### config.mk
export PLATFORM = sky130hd
export DESIGN_NAME = load_store_unit
export DESIGN_NICKNAME = d
export VERILOG_FILES = /design/src/rtl/load_store_unit.sv
export SDC_FILE = /design/constraint.sdc
export NUM_CORES = 1
export LEC_CHECK = 0
export BUFFER_PORTS_ARGS = -buffer_cell sky130_fd_sc_hd__buf_4
export CAP_MARGIN = 20
export CORE_ASPECT_RATIO = 0.5
export CORE_MARGIN = 1.5
export CORE_UTILIZATION = 44
export DETAILED_ROUTE_END_ITERATION = 12
export GPL_TIMING_DRIVEN = 0
export PLACE_DENSITY_LB_ADDON = 0.05
export SETUP_SLACK_MARGIN = 0.02
export SLEW_MARGIN = 30
export SYNTH_ARGS = -nofsm -noshare
export SYNTH_HDL_FRONTEND = slang
export SYNTH_SLANG_ARGS = --single-unit
### constraint.sdc
create_clock -name i_clk -period 1.85 [get_ports i_clk]
set_clock_uncertainty 0.15 [all_clocks]
set_input_delay 0.185 -clock i_clk [delete_from_list [all_inputs] [get_ports i_clk]]
set_output_delay 0.185 -clock i_clk [all_outputs]
set_load 0.05 [all_outputs]
### src/rtl/load_store_unit.sv
// RV32I memory-access stage: req/gnt/rvalid handshake with data memory, store lane
// steering, load extraction/extension, pipeline stall and bus-error timeout.
module load_store_unit #(
    parameter int unsigned TIMEOUT_CYC = 255
) (
    input  logic        i_clk,
    input  logic        i_rst_n,
    input  logic        i_valid,
    input  logic        i_mem_read,
    input  logic        i_mem_write,
    input  logic [2:0]  i_funct3,
    input  logic [31:0] i_addr,
    input  logic [31:0] i_store_data,
    output logic        o_stall,
    output logic [31:0] o_load_data,
    output logic        o_load_valid,
    output logic        o_misaligned,
    output logic        o_bus_err,
    output logic        o_dmem_req,
    input  logic        i_dmem_gnt,
    output logic [31:0] o_dmem_addr,
    output logic        o_dmem_we,
    output logic [3:0]  o_dmem_be,
    output logic [31:0] o_dmem_wdata,
    input  logic        i_dmem_rvalid,
    input  logic [31:0] i_dmem_rdata
);
    localparam int unsigned CntW = $clog2(TIMEOUT_CYC + 1);
    localparam logic [CntW-1:0] CntLast = CntW'(TIMEOUT_CYC - 1);

    typedef enum logic [1:0] {StIdle, StReq, StWait, StDone} state_e;

    state_e          state_q, state_d;
    logic [CntW-1:0] cnt_q, cnt_d;
    logic [31:0]     addr_q, wdata_q, load_data_q;
    logic [1:0]      off_q;
    logic [2:0]      funct3_q;
    logic [3:0]      be_q;
    logic            we_q, err_q;

    logic            op, is_write, misaligned, accept, timeout, abort, load_upd, sext;
    logic [3:0]      be_new;
    logic [31:0]     wdata_new, load_ext;
    logic [7:0]      byte_sel;
    logic [15:0]     half_sel;

    // Read wins when both read and write are requested.
    assign op         = i_valid & (i_mem_read | i_mem_write);
    assign is_write   = i_mem_write & ~i_mem_read;
    assign misaligned = ((i_funct3[1:0] == 2'b01) & i_addr[0]) |
                        (i_funct3[1] & (i_addr[1:0] != 2'b00));
    assign accept     = (state_q == StIdle) & op & ~misaligned;
    assign timeout    = (cnt_q == CntLast);

    always_comb begin
        be_new    = 4'b1111;
        wdata_new = i_store_data;
        if (is_write) begin
            case (i_funct3[1:0])
                2'b00: begin
                    be_new    = 4'b0001 << i_addr[1:0];
                    wdata_new = {4{i_store_data[7:0]}};
                end
                2'b01: begin
                    be_new    = 4'b0011 << {i_addr[1], 1'b0};
                    wdata_new = {2{i_store_data[15:0]}};
                end
                default: ;
            endcase
        end
    end

    always_comb begin
        byte_sel = i_dmem_rdata[{off_q, 3'b000} +: 8];
        half_sel = i_dmem_rdata[{off_q[1], 4'b0000} +: 16];
        sext     = ~funct3_q[2];
        load_ext = i_dmem_rdata;
        case (funct3_q[1:0])
            2'b00:   load_ext = {{24{sext & byte_sel[7]}}, byte_sel};
            2'b01:   load_ext = {{16{sext & half_sel[15]}}, half_sel};
            default: ;
        endcase
    end

    always_comb begin
        state_d  = state_q;
        cnt_d    = cnt_q;
        abort    = 1'b0;
        load_upd = 1'b0;
        unique case (state_q)
            StIdle: begin
                if (accept) begin
                    state_d = StReq;
                    cnt_d   = '0;
                end
            end
            StReq: begin
                cnt_d = cnt_q + CntW'(1);
                if (i_dmem_gnt) begin
                    state_d = we_q ? StDone : StWait;
                end else if (timeout) begin
                    abort = 1'b1;
                end
            end
            StWait: begin
                cnt_d = cnt_q + CntW'(1);
                if (i_dmem_rvalid) begin
                    load_upd = 1'b1;
                    state_d  = StDone;
                end else if (timeout) begin
                    abort = 1'b1;
                end
            end
            StDone: state_d = StIdle;
        endcase
        if (abort) begin
            state_d = StDone;
        end
    end

    always_ff @(posedge i_clk or negedge i_rst_n) begin
        if (!i_rst_n) begin
            state_q     <= StIdle;
            cnt_q       <= '0;
            addr_q      <= '0;
            off_q       <= '0;
            funct3_q    <= '0;
            we_q        <= 1'b0;
            be_q        <= '0;
            wdata_q     <= '0;
            load_data_q <= '0;
            err_q       <= 1'b0;
        end else begin
            state_q <= state_d;
            cnt_q   <= cnt_d;
            // Only set on the abort transition, so it is high exactly in DONE.
            err_q   <= abort;
            if (accept) begin
                addr_q   <= {i_addr[31:2], 2'b00};
                off_q    <= i_addr[1:0];
                funct3_q <= i_funct3;
                we_q     <= is_write;
                be_q     <= be_new;
                wdata_q  <= wdata_new;
            end
            if (load_upd) begin
                load_data_q <= load_ext;
            end
        end
    end

    // Combinational handshake flags are masked while reset is asserted.
    assign o_stall      = i_rst_n & (accept | (state_q == StReq) | (state_q == StWait));
    assign o_misaligned = i_rst_n & (state_q == StIdle) & op & misaligned;
    assign o_load_valid = (state_q == StDone) & ~we_q & ~err_q;
    assign o_bus_err    = err_q;
    assign o_load_data  = load_data_q;
    assign o_dmem_req   = (state_q == StReq);
    assign o_dmem_addr  = addr_q;
    assign o_dmem_we    = we_q;
    assign o_dmem_be    = be_q;
    assign o_dmem_wdata = wdata_q;

endmodule

==> impl_metrics.yaml <==
status:
  status: "complete, but fails checks"
  violations: "negative hold slack, negative setup slack"
detailed_routing:
  firstDrtPassIters: 4
  drtAntennaViolNets: 0
  vias: 5385
  vias_per_cell: 5.20
  drt_iter0_markers: 243
  routed_wirelength_um: 18400
  wl_per_cell_um: 17.7
  drc_errors: 0
cells_and_area:
  drive_above_1_share_pct: 45.1
  seq_area_um2: 2880
  area_growth_pct: 72.4
  num-nets-final: 970
  diodes: 0
  design_area_um2: 9430
  fillers: 782
  multi_input_area_um2: 2570
floorplan:
  io_pins: 212
  start_util_pct: 45.7
  die_area_um2: 13200
  num_rows: 28
  die_x_um: 161
  coreArea_um2: 12000
  die_h_um: 81.9
global_route:
  grt_pass1_wl_um: 27800
  grt_start_max_net_pins: 86
  antenna_found_initial: 0
  globalRouteTotalUtil_pct: 27.6
  overflow: 0
  grt_pass1_vias: 5295
critical_path:
  startpoint_type: "flip-flop"
  crit_slowest_cell: "dfrtp_1"
  cp_slowest_stage_delay_ns: 0.39
  cp_cell_sequence: "inv_2, ha_4, o211a_4, nand3_4, clkbuf_16, a21boi_4, buf_6"
  critPathLaunch: "state_q[1]$_DFFE_PN0P_"
  crit_buf_inv: 3
  reg2reg_from: "state_q[1]$_DFFE_PN0P_"
  cp.arrival_ns: 1.77
  required_ns: 1.51
  r2r_setup_slack_ns: -0.20
  critPathKind: "reg -> out"
  cp-end-kind: "output port"
  cpLargestDelayFamily: "buffers and inverters"
  crit_path_max_fanout: 2
clock_network:
  h-tree-depth: 4
  path_clk_slew_ns: 0.05
  clk_path_buf_depth: 2
  cts_root_buffer: "clkbuf_16"
  cts_made_buffers: 17
  hold_buffers: 98
  cts_tree: "done"
  clk_latency_ns: 0.41
  clock-sinks: 115
synthesis:
  synth_edf_count: 0
  synth.yosys.warnings: 0
  synth.cell_area_um2: 5470
  yosys_most_used_dff: "dfrtp_1"
  postSynth.asyncResetShare_pct: 100
  yosysUniqueCellTypes: 44
  synthCells: 514
  synth-seq-cells: 115
  avgSynthCellArea_um2: 10.6
  ys_seq_area_share_pct: 52.6
placed_design:
  gp_congestion: 0.875
  placed_area_um2: 7300
  port-buffer-count: 208
  place_hpwl_um: 11600
  place_ws_ns: -0.672
timing:
  min_period_over_period_pct: 114
  tightest_slew_ns: 0.686
  rsz0062_at_grt: "yes"
  setup_slack_ns: -0.250
  setup_tns_ns: -1.59
  min_period_ns: 2.10
  hold_ws_ns: -0.135
  slew_headroom_pct: 54.3
  fmax_ghz: 0.476
  finalSetupViolations: 13
  hold_viol_final: 83
  slew_violations: 0
pwr:
  peakVddDrop_mv: 1.07
  p_per_area_nw_per_um2: 1970
  total_power_uw: 18600
  leakagePower_uw: 0.00443
job:
  cap_violations: 0
worst_hold_path:
  hold_path_class: "in -> async"
## where the power goes
part           switching [uW]  internal [uW]  leakage (uW)
Combinational            6630           3630       0.00273
Sequential                765           3730       0.00137
Clock                    1220           2600      0.000330
Total                    8620           9960       0.00443
## final timing paths
kind,endpoint,depth (start not counted)
hold reg to reg,o_dmem_be[3]$_DFFE_PN0P_,1
max in group asynchronous,state_q[0]$_DFFE_PN0P_,7
hold / removal,o_dmem_addr[15]$_DFFE_PN0P_,5
min in group i_clk,o_load_data[14]$_DFFE_PN0P_,4
setup reg to reg,cnt_q[5]$_DFFE_PN0P_,8
setup / recovery,o_stall,7
## per-layer routing
layer,track usage [%],part of all wire (%),routed length [um]
met5,0,0,0
met4,8.24,1.7,305
met3,8.99,7.4,1370
met2,47.0,48,8890
met1,34.0,43,7820
## cell type report
class / count / share of cell area [%]
flip-flops and latches: 115 / 30.5
clock inverters: 12 / 2.41
clock buffers: 20 / 4.84
plain buffers: 32 / 2.71
well taps: 165 / 2.19
repair buffers: 325 / 29.7
inverters: 8 / 0.318
multi-input cells: 359 / 27.3
## sequential cells by signal, summed over array words and instances (netlist names)
register	cells
o_dmem_wdata	32
o_bus_err	1
cnt_q	8
off_q	2
o_dmem_we	1
state_q	2
o_dmem_be	4
o_dmem_addr	30
funct3_q	3
o_load_data	32
## what timing repair did
action                     4_1_cts  5_1_grt
hold endpoints to repair       206       83
pin swaps                        3        3
setup endpoints to repair      116      102
setup buffers                   12        5
resized for setup               50       33
cloned                           0        1
## through the flow
stage,utilization [%],hold slack [ns],std cells
6_report,78.7,-0.135,1036
5_1_grt,78.7,-0.0936,1036
4_1_cts,77.4,-0.109,1030
3_5_place_dp,60.9,-0.0815,889
3_3_place_gp,60.6,0.267,888
2_1_floorplan,-,-0.261,515
## worst register-to-register path: stages, from the launching register on
cell and delay (ns):
dfrtp_1 0.37, inv_2 0.06, ha_4 0.16, o211a_4 0.15
buf_6 0.12, buf_4 0.12, a32oi_1 0.51, o21ai_0 0.18
o31ai_1 0.11
## cells in the mapped netlist (all sizes together) (2+ instances only)
cell type / number / share of area [%]
dfrtp: 115 / 53
nor2: 35 / 2.7
a21boi: 2 / 0.27
o221a: 7 / 1.4
nor3: 8 / 0.73
buf: 14 / 1.5
a21oi: 52 / 5.5
clkbuf: 19 / 1.3
a31oi: 8 / 0.91
ha: 6 / 1.4
nand2: 59 / 4.0
o211ai: 2 / 0.27
mux2i: 24 / 4.4
nand2b: 11 / 1.3
mux2: 54 / 11
o211a: 2 / 0.37
inv: 8 / 0.55
nand4: 2 / 0.23
or3: 9 / 1.0
nand3: 4 / 0.37
o21ai: 48 / 4.4
o31ai: 5 / 0.69
nor2b: 4 / 0.46
and2: 2 / 0.23
## logic make-up after synthesis
kind of cell               count (synthesis)  synth area share [%]
DFF                                      115                  52.6
buffers and inverters                     41                  3.36
muxes                                     79                  15.9
and+or+nand+nor                          137                  11.5
adders and majority gates                  6                  1.37
AOI/OAI and AO/OA                        135                  15.2
other                                      1                0.0685
## placed cells by master, fill, tap and decap left out, types with 3 or more instances in the layout
cell           instances
a21oi_1               30
a21oi_2               21
a31oi_1                8
buf_12                 6
buf_2                  5
buf_4                222
buf_6                  9
buf_8                  3
bufinv_16              6
clkbuf_1               6
clkbuf_16             19
clkbuf_2               6
clkbuf_8               4
clkinv_4               4
dfrtp_1              115
dlygate4sd3_1         93
ha_1                   4
inv_1                  6
mux2_2                54
mux2i_1               23
nand2_1               57
nand2b_1              11
nand3_1                3
nor2_1                34
nor2b_1                3
nor3_1                 6
o21ai_0               46
o221a_2                7
o31ai_1                5
or3_1                  9
Note: power is estimated with default switching activity, not from simulation.
